File: src/rtl/dmem_lsu_pkg.sv
// Shared encodings and helpers for the data-memory load/store unit.
// Holds the size codes, FSM states, byte-mask constants and offset helpers.
package dmem_lsu_pkg;

   localparam logic [1:0] LSU_BYTE = 2'd0;
   localparam logic [1:0] LSU_HALF = 2'd1;
   localparam logic [1:0] LSU_WORD = 2'd2;

   localparam logic [3:0] LSU_MASK_BYTE = 4'b0001;
   localparam logic [3:0] LSU_MASK_HALF = 4'b0011;
   localparam logic [3:0] LSU_MASK_WORD = 4'b1111;

   typedef enum logic {
      LSU_IDLE      = 1'b0,
      LSU_WAIT_RESP = 1'b1
   } lsu_state_e;

   // Half ignores addr[0]; word (and the size=3 alias) ignores addr[1:0].
   function automatic logic [1:0] align_offset(input logic [1:0] size,
                                               input logic [1:0] addr_lo);
      logic [1:0] off;
      case (size)
         LSU_BYTE: off = addr_lo;
         LSU_HALF: off = {addr_lo[1], 1'b0};
         default:  off = 2'd0;
      endcase
      return off;
   endfunction

   function automatic logic is_misaligned(input logic [1:0] size,
                                          input logic [1:0] addr_lo);
      logic mis;
      case (size)
         LSU_BYTE: mis = 1'b0;
         LSU_HALF: mis = addr_lo[0];
         default:  mis = (addr_lo != 2'd0);
      endcase
      return mis;
   endfunction

endpackage

File: src/rtl/dmem_lsu_load_extend.sv
// Combinational align and sign/zero extension of a returned cache word.
// Kept standalone so an uncached I/O path can reuse it.
module lsu_load_extend
   import dmem_lsu_pkg::*;
(
   input  logic [31:0] word_in,
   input  logic [1:0]  offset,
   input  logic [1:0]  size,
   input  logic        is_unsigned,
   output logic [31:0] data_out
);

   logic [31:0] shifted;

   assign shifted = word_in >> {offset, 3'b000};

   always_comb begin
      data_out = shifted;
      case (size)
         LSU_BYTE: data_out = is_unsigned ? {24'd0, shifted[7:0]}
                                          : {{24{shifted[7]}}, shifted[7:0]};
         LSU_HALF: data_out = is_unsigned ? {16'd0, shifted[15:0]}
                                          : {{16{shifted[15]}}, shifted[15:0]};
         default:  data_out = shifted;
      endcase
   end

endmodule

File: src/rtl/dmem_lsu.sv
// Data-memory load/store unit: drives the data cache from X-stage requests and
// returns extended load data. Define MISALIGN_TRAP_EN to trap misaligned accesses.
module dmem_lsu
   import dmem_lsu_pkg::*;
#(
   parameter int AWIDTH = 32,
   parameter int DWIDTH = 32
)(
   input  logic              clk,
   input  logic              reset,
   input  logic              req_valid,
   input  logic              req_we,
   input  logic [1:0]        req_size,
   input  logic              req_unsigned,
   input  logic [AWIDTH-1:0] req_addr,
   input  logic [31:0]       req_wdata,
   output logic              stall,
   output logic              ld_valid,
   output logic [31:0]       ld_data,
   output logic              misalign,
   output logic [AWIDTH-3:0] dcache_addr,
   output logic [31:0]       dcache_din,
   output logic [3:0]        dcache_we,
   output logic              dcache_re,
   input  logic              dcache_ready,
   input  logic [31:0]       dcache_dout,
   input  logic              dcache_resp_valid
);

   if (DWIDTH != 32) begin : g_dwidth_check
      $error("dmem_lsu: DWIDTH must be 32");
   end

   lsu_state_e  state_q, state_d;
   logic [1:0]  pend_off_q, pend_off_d;
   logic [1:0]  pend_size_q, pend_size_d;
   logic        pend_uns_q, pend_uns_d;
   logic        misalign_q, misalign_d;

   logic [1:0]  req_off;
   logic        misal_req;
   logic        wait_block;
   logic        blocked;
   logic        issue;
   logic        load_issue;
   logic [3:0]  store_mask;
   logic [31:0] ext_data;

   assign req_off = align_offset(req_size, req_addr[1:0]);

`ifdef MISALIGN_TRAP_EN
   assign misal_req = req_valid & is_misaligned(req_size, req_addr[1:0]);
`else
   assign misal_req = 1'b0;
`endif

   assign wait_block = (state_q == LSU_WAIT_RESP) & ~dcache_resp_valid;
   assign blocked    = wait_block | misal_req;
   assign issue      = req_valid & dcache_ready & ~blocked;
   assign load_issue = issue & ~req_we;

   always_ff @(posedge clk) begin
      if (reset) begin
         state_q     <= LSU_IDLE;
         pend_off_q  <= 2'd0;
         pend_size_q <= 2'd0;
         pend_uns_q  <= 1'b0;
         misalign_q  <= 1'b0;
      end else begin
         state_q     <= state_d;
         pend_off_q  <= pend_off_d;
         pend_size_q <= pend_size_d;
         pend_uns_q  <= pend_uns_d;
         misalign_q  <= misalign_d;
      end
   end

   // A response cycle frees the slot, so a new load may issue alongside it.
   always_comb begin
      state_d     = state_q;
      pend_off_d  = pend_off_q;
      pend_size_d = pend_size_q;
      pend_uns_d  = pend_uns_q;
      misalign_d  = misal_req;
      if (state_q == LSU_IDLE || dcache_resp_valid) begin
         state_d = load_issue ? LSU_WAIT_RESP : LSU_IDLE;
      end
      if (load_issue) begin
         pend_off_d  = req_off;
         pend_size_d = req_size;
         pend_uns_d  = req_unsigned;
      end
   end

   always_comb begin
      case (req_size)
         LSU_BYTE: begin
            store_mask = LSU_MASK_BYTE << req_off;
            dcache_din = {4{req_wdata[7:0]}};
         end
         LSU_HALF: begin
            store_mask = LSU_MASK_HALF << req_off;
            dcache_din = {2{req_wdata[15:0]}};
         end
         default: begin
            store_mask = LSU_MASK_WORD;
            dcache_din = req_wdata;
         end
      endcase
      dcache_addr = req_addr[AWIDTH-1:2];
      dcache_re   = req_valid & ~req_we & ~blocked;
      dcache_we   = (req_valid & req_we & ~blocked) ? store_mask : 4'b0000;
      stall       = (req_valid & ~misal_req & ~dcache_ready) | wait_block;
      ld_valid    = (state_q == LSU_WAIT_RESP) & dcache_resp_valid;
      ld_data     = ld_valid ? ext_data : 32'd0;
      misalign    = misalign_q;
   end

   lsu_load_extend u_load_extend (
      .word_in     (dcache_dout),
      .offset      (pend_off_q),
      .size        (pend_size_q),
      .is_unsigned (pend_uns_q),
      .data_out    (ext_data)
   );

endmodule

File: config.mk
export PLATFORM = sky130hd
export DESIGN_NAME = dmem_lsu
export DESIGN_NICKNAME = d
export VERILOG_FILES = /design/src/rtl/dmem_lsu_pkg.sv /design/src/rtl/dmem_lsu_load_extend.sv /design/src/rtl/dmem_lsu.sv
export SDC_FILE = /design/constraint.sdc
export NUM_CORES = 1
export LEC_CHECK = 0
export CORE_ASPECT_RATIO = 1.1
export CORE_UTILIZATION = 27
export DETAILED_ROUTE_END_ITERATION = 7
export PLACE_DENSITY = 0.92
export RECOVER_POWER = 100
export SYNTH_ARGS = -nofsm -noshare
export SYNTH_HDL_FRONTEND = slang
export SYNTH_SLANG_ARGS = --single-unit
File: constraint.sdc
create_clock -name clk -period 2.2 [get_ports clk]
set_input_delay 0.44 -clock clk [delete_from_list [all_inputs] [get_ports clk]]
set_output_delay 0.44 -clock clk [all_outputs]
set_load 0.01 [all_outputs]
==> impl_metrics.csv, run 1 <==
group,metric,value,unit
power_and_ir_drop,max-vdd-ir-drop,0.174,mV
clock_tree,numClockSinks,6,
synth,ys_top_cells_by_count,"39 x buf_4, 28 x mux2i_1, 27 x o21ai_0, 17 x mux2_2, 15 x a21oi_1",
critical_path,max_stage_delay,370,ps
placed_design,gp_congestion,0.848,
drt,first_pass_iters,4,
clock_tree,clock_path_buffers,2,
critical_path,reg2reg_to,"pend_size_q[0]",
drt,drt-initial-drc-count,54,
timing,post-route-min-period,2260,ps
clock_tree,cts_tree,"yes",
critical_path,crit_path_end_kind,"output pin",
power_and_ir_drop,internal_power,511,uW
synth,avgSynthCellArea,7.39,um^2
global_routing,antenna_found_initial,0,
critical_path,cp-start-kind,"input pin",
power_and_ir_drop,seq_power_share,15.6,%
synth,synth-edff-count,0,
timing,finalClockSkew,1.61,ps
power_and_ir_drop,switching_share,31.5,%
timing,setup_slack,-60.2,ps
power_and_ir_drop,power_density,236,nW/um^2
die,coreArea,5880,um^2
critical_path,crit_slowest_cell,"or3_4",
synth,syn_area,1670,um^2
drt,drt-total-wl,6790,um
critical_path,worstPathArrival,1820,ps
cells_and_area,final_cell_area,3160,um^2
global_routing,groute.usage.overall,20.1,%
power_and_ir_drop,clkPwrFrac,21.4,%
synth,async_reset_ff_share,0,%
synth,synth_top_cell_area_share,17.5,%
min_path,hp-class,"reg -> reg",
placed_design,pre_cts_slack,-759,ps
placed_design,placedCellCount,436,
timing,slew_violations,0,
die,die_y,84.5,um
synth,yosys.cell_types.count,31,
critical_path,path_class,"in -> out",
status,outcome,"finished with violations",
die,num_io_pins,207,
timing,max_freq,442,MHz
synth,synth_top_area_cell,"buf_4",
critical_path,r2r_start,"state_q",
power_and_ir_drop,p_switching,236,uW
status,violations,"negative setup slack",
drt,avgViaCountPerCell,5.02,
drt,vias,2215,
clock_tree,numCtsBuffers,3,
clock_tree,clkTransAtPathRegs,40,ps
critical_path,regToRegSetupSlack,790,ps
synth,yosys-top-cells-area,"buf_4 18%, mux2i_1 17%, mux2_2 11%",
critical_path,crit_family,"buffers and inverters",
critical_path,cp.depth,6,
critical_path,crit_start,"dcache_dout[7]",
critical_path,ff2ff_path_depth,6,
synth,synth_seq_cells,6,
cells_and_area,layout.nets,471,
power_and_ir_drop,p_leak,0.00154,uW
timing,setup_viol,13,
timing,rsz0062_at_grt,"true",
clock_tree,htree_levels,1,
die,start_util,28.4,%
global_routing,grt_pass1_vias,2293,
critical_path,crit_buf_inv,2,
cells_and_area,area_growth,89.4,%
timing,timing_hold_violations_final,0,
synth,seq_area_frac_synth,7.20,%
synth,ys.flop_type,"dfxtp_1",
timing,finalCritPeriodShare,103,%
clock_tree,cts-root-buf,"clkbuf_8",
critical_path,cp_cell_sequence,"dlygate4sd2_1 -> mux2_4 -> or3_4 -> o2111a_4 -> a21o_1 -> buf_2",
critical_path,setup.worst_path.end,"ld_data[31]",
synth,synth_most_common_cell,"buf_4",
power_and_ir_drop,power.share.combinational,63.0,%
timing,whs,525,ps
global_routing,grt_overflow,0,
drt,drt.antenna.violating_nets,0,
die,fp-row-count,29,
global_routing,grt_max_degree,30,
global_routing,grt_first_pass_wirelength,10600,um
timing,finalSetupTns,-523,ps
cells_and_area,final_cells,441,
placed_design,dpl_cell_area,3170,um^2
placed_design,io_buffers,145,
die,die-area,6500,um^2
placed_design,dpl.hpwl,5570,um
synth,syn_nets,331,
cells_and_area,n_antenna_cell,0,
die,die_x,77.0,um
drt,wire_per_inst,15.4,um
drt,drcViolationCount,0,
cells_and_area,drive_above_1_share,25.5,%
job,maxCapViolations,0,
critical_path,crit_fanout,8,
clock_tree,insertion_delay,220,ps
critical_path,crit_required,1760,ps
synth,yosysWarnings,0,
synth,syn_inst,226,
## cells by family after synthesis
| family | Yosys count | synth area share [%] |
|---|---|---|
| buffers and inverters | 57 | 22.4 |
| other | 1 | 0.225 |
| AND/OR/NAND/NOR | 48 | 15.4 |
| flip-flops | 6 | 7.20 |
| multiplexers | 46 | 29.2 |
| AO/OA/AOI/OAI | 68 | 25.6 |
## power by group through the flow
stage / Combinational (uW) / Sequential, uW / Clock (uW)
2_1_floorplan: 230 / 116 / 0
3_3_place_gp: 489 / 118 / 0
3_5_place_dp: 496 / 118 / 0
4_1_cts: 484 / 116 / 165
5_1_grt: 505 / 117 / 166
6_report: 471 / 116 / 160
## layer usage
| layer | part of all wire (%) | global-route usage [%] | up-vias |
|---|---|---|---|
| met4 | 2.3 | 7.34 | 0 |
| met5 | 0 | 0 | - |
| met2 | 52 | 40.2 | 148 |
| met1 | 37 | 19.7 | 997 |
| li1 | - | - | 1053 |
| met3 | 9.3 | 4.78 | 17 |
## stage by stage
step	total power, uW	util (%)
final	747	53.8
after detailed placement	614	54.0
after CTS	766	53.7
after floorplan	347	-
after global routing	788	53.8
after global placement	607	54.0
## flip-flops by register name (all words and copies together), names as in the netlist
register and count:
state_q 1, pend_uns_q 1, pend_off_q 2, pend_size_q 2
## worst min path at each step
stage / from / cells after the start / endpoint / slack (ps)
finish: pend_off_q[0] / 2 / pend_off_q[0] / 520
global route: pend_off_q[0] / 2 / pend_off_q[0] / 550
CTS: pend_off_q[0] / 2 / pend_off_q[0] / 530
detailed placement: pend_uns_q / 2 / pend_uns_q / 550
global placement: pend_uns_q / 2 / pend_uns_q / 540
floorplan: pend_uns_q / 2 / pend_uns_q / 500
## cell usage in the layout (no fill, tap or decap), types with 3 or more instances in the layout
cell,n
inv_1,5
dlygate4sd2_1,37
buf_6,5
clkdlybuf4s50_1,65
dlymetal6s2s_1,4
o21ai_0,17
dlygate4sd3_1,14
mux2_2,16
a21oi_1,15
clkbuf_2,3
nor2b_1,8
nor2_1,7
clkbuf_8,3
buf_2,18
buf_4,30
a211oi_1,14
a21o_1,8
and3_1,7
mux2i_1,27
nand2_1,13
clkdlybuf4s25_1,3
dfxtp_1,4
o21ai_1,8
clkbuf_1,3
## tightest hold or removal path, cell delays in order (launching register included)
cell and delay [ps]:
dfxtp_4 370, nand2_1 60, a21oi_1 50
## cell type report
class	instances	area, um^2
clock buffer	3	41.3
sequential	6	125
inverter	5	18.8
timing repair buffer	187	1660
tap	77	96.3
fill	562	2720
multi-input combinational	163	1220
## what timing repair did
item	CTS	global route
buffers inserted	2	0
hold buffers	0	0
resized for setup	148	17
setup endpoints to repair	63	28
pin swaps	8	3
Note: power is estimated with default switching activity, not from simulation.
==> run 2: changes to the inputs <==
Settings changed: CORE_AREA from default to 2 2 79 81, CORE_ASPECT_RATIO 1.1 to default, CORE_UTILIZATION 27 to default, CTS_BUF_LIST from default to sky130_fd_sc_hd__clkbuf_8, DIE_AREA from default to 0 0 81 83, PLACE_DENSITY 0.92 to 0.95.
Clock period 2.2 ns to 2.9 ns, I/O delays scaled along.
==> run 2 against run 1 <==
  * The run now ends clean
  * Worst setup slack improved by 93 ps
  * Critical path depth shrank 1
  * Global-route usage rose by 0.33 points
  * Hold slack better by 42 ps
  * Critical path type unchanged
  * Largest power group unchanged
  * Highest routed layer unchanged
==> impl_metrics.csv, run 2 (synthesized netlist as in run 1, its figures left out) <==
group,metric,value,unit
global_routing,groute.usage.overall,20.5,%
clock_tree,cts-root-buf,"clkbuf_8",
drt,drt.antenna.violating_nets,0,
cells_and_area,layout_common_cells,"100 x clkdlybuf4s50_1, 26 x mux2i_1, 24 x o21ai_0",
clock_tree,ctsHoldBuffers,0,
die,fp-row-count,28,
clock_tree,numClockSinks,6,
clock_tree,insertion_delay,220,ps
die,die_x,81,um
drt,first_pass_iters,4,
critical_path,worstPathArrival,2290,ps
timing,finalCritPeriodShare,98.9,%
power_and_ir_drop,power_density,185,nW/um^2
placed_design,placedCellCount,416,
global_routing,grt_pass1_vias,2263,
power_and_ir_drop,p_leak,0.00138,uW
timing,timing_hold_violations_final,0,
clock_tree,cts_tree,"yes",
timing,finalSetupTns,0,ps
die,coreArea,5820,um^2
timing,finalClockSkew,5.81,ps
critical_path,crit_required,2320,ps
placed_design,gp_congestion,0.779,
global_routing,grt_overflow,0,
cells_and_area,reg_top3,"pend_off_q x2, pend_size_q x2",
cells_and_area,final_common_cell,"clkdlybuf4s50_1",
clock_tree,clkTransAtPathRegs,30,ps
clock_tree,htree_levels,1,
cells_and_area,layout.nets,455,
clock_tree,clock_path_buffers,2,
timing,max_freq,349,MHz
placed_design,dpl.hpwl,5820,um
critical_path,crit_path_end_kind,"output pin",
global_routing,antenna_found_initial,0,
drt,vias,2210,
timing,max-slew-margin-rel,60.0,%
timing,post-route-min-period,2870,ps
cells_and_area,drive_above_1_share,15.8,%
clock_tree,numCtsBuffers,3,
drt,drt-initial-drc-count,59,
global_routing,grt_max_degree,30,
die,die_y,83,um
drt,drcViolationCount,0,
critical_path,crit_fanout,6,
job,maxCapViolations,0,
die,num_io_pins,207,
die,start_util,28.7,%
min_path,hp-class,"reg -> reg",
critical_path,regToRegSetupSlack,1440,ps
timing,setup_viol,0,
cells_and_area,final_cells,423,
die,die-area,6720,um^2
critical_path,cp-start-kind,"input pin",
status,outcome,"finished, final reports clean",
placed_design,io_buffers,145,
cells_and_area,area_growth,86.0,%
drt,drt-total-wl,7240,um
power_and_ir_drop,max-vdd-ir-drop,0.102,mV
drt,avgViaCountPerCell,5.22,
critical_path,path_class,"in -> out",
global_routing,grt_first_pass_wirelength,10900,um
timing,slew_violations,0,
drt,wire_per_inst,17.1,um
timing,max_slew.worst_pin.slew,597,ps
timing,whs,567,ps
cells_and_area,n_antenna_cell,0,
==> run 2: area by class of cell <==
class	instances	area (um^2)
Fill cell	535	2710
Timing Repair Buffer	171	1620
Inverter	5	18.8
Clock buffer	3	41.3
Sequential cell	6	120
Tap cell	75	93.8
Multi-Input combinational cell	163	1210
==> run 2: worst paths after layout <==
| check | startpoint | to | cells after the start |
|---|---|---|---|
| max | req_size[0] | dcache_din[25] | 5 |
| max reg2reg | state_q | pend_off_q[0] | 6 |
| min reg2reg | pend_uns_q | pend_uns_q | 2 |
| min | pend_uns_q | pend_uns_q | 2 |
==> run 2: per-layer routing <==
metal  track usage [%]  wire (um)  vias to the layer above
met3              6.96        821                       22
met2              38.5       3650                      141
met1              19.7       2570                     1016
met4              8.01        203                        0
li1                  -          -                     1031
met5                 0          0                        -
==> run 2: critical path, stage by stage <==
cell	delay, ps
clkdlybuf4s50_1	580
buf_4	200
mux2i_1	70
o21ai_0	190
dlygate4sd3_1	660
==> run 2: per-stage QoR <==
stage | setup slack (ps) | utilization [%] | power (uW) | area (um^2)
3_3_place_gp | -215 | 52.0 | 443 | 3020
3_5_place_dp | -401 | 52.0 | 449 | 3020
5_1_grt | -5.94 | 53.4 | 606 | 3100
2_1_floorplan | 768 | - | 263 | 1670
6_report | 33.0 | 53.4 | 575 | 3100
4_1_cts | 16.3 | 53.3 | 583 | 3100
==> run 2: repair_timing <==
| action | 4_1_cts | 5_1_grt |
|---|---|---|
| buffers inserted | 2 | 2 |
| gates resized for setup | 35 | 12 |
| pin swaps | 0 | 1 |
| endpoints found under the setup margin | 24 | 10 |
==> run 2: report_power, final <==
| group | internal, uW | switching, uW | total [uW] |
|---|---|---|---|
| sequential | 85.4 | 3.10 | 88.5 |
| clock | 89.2 | 35.6 | 125 |
| combinational | 219 | 143 | 362 |
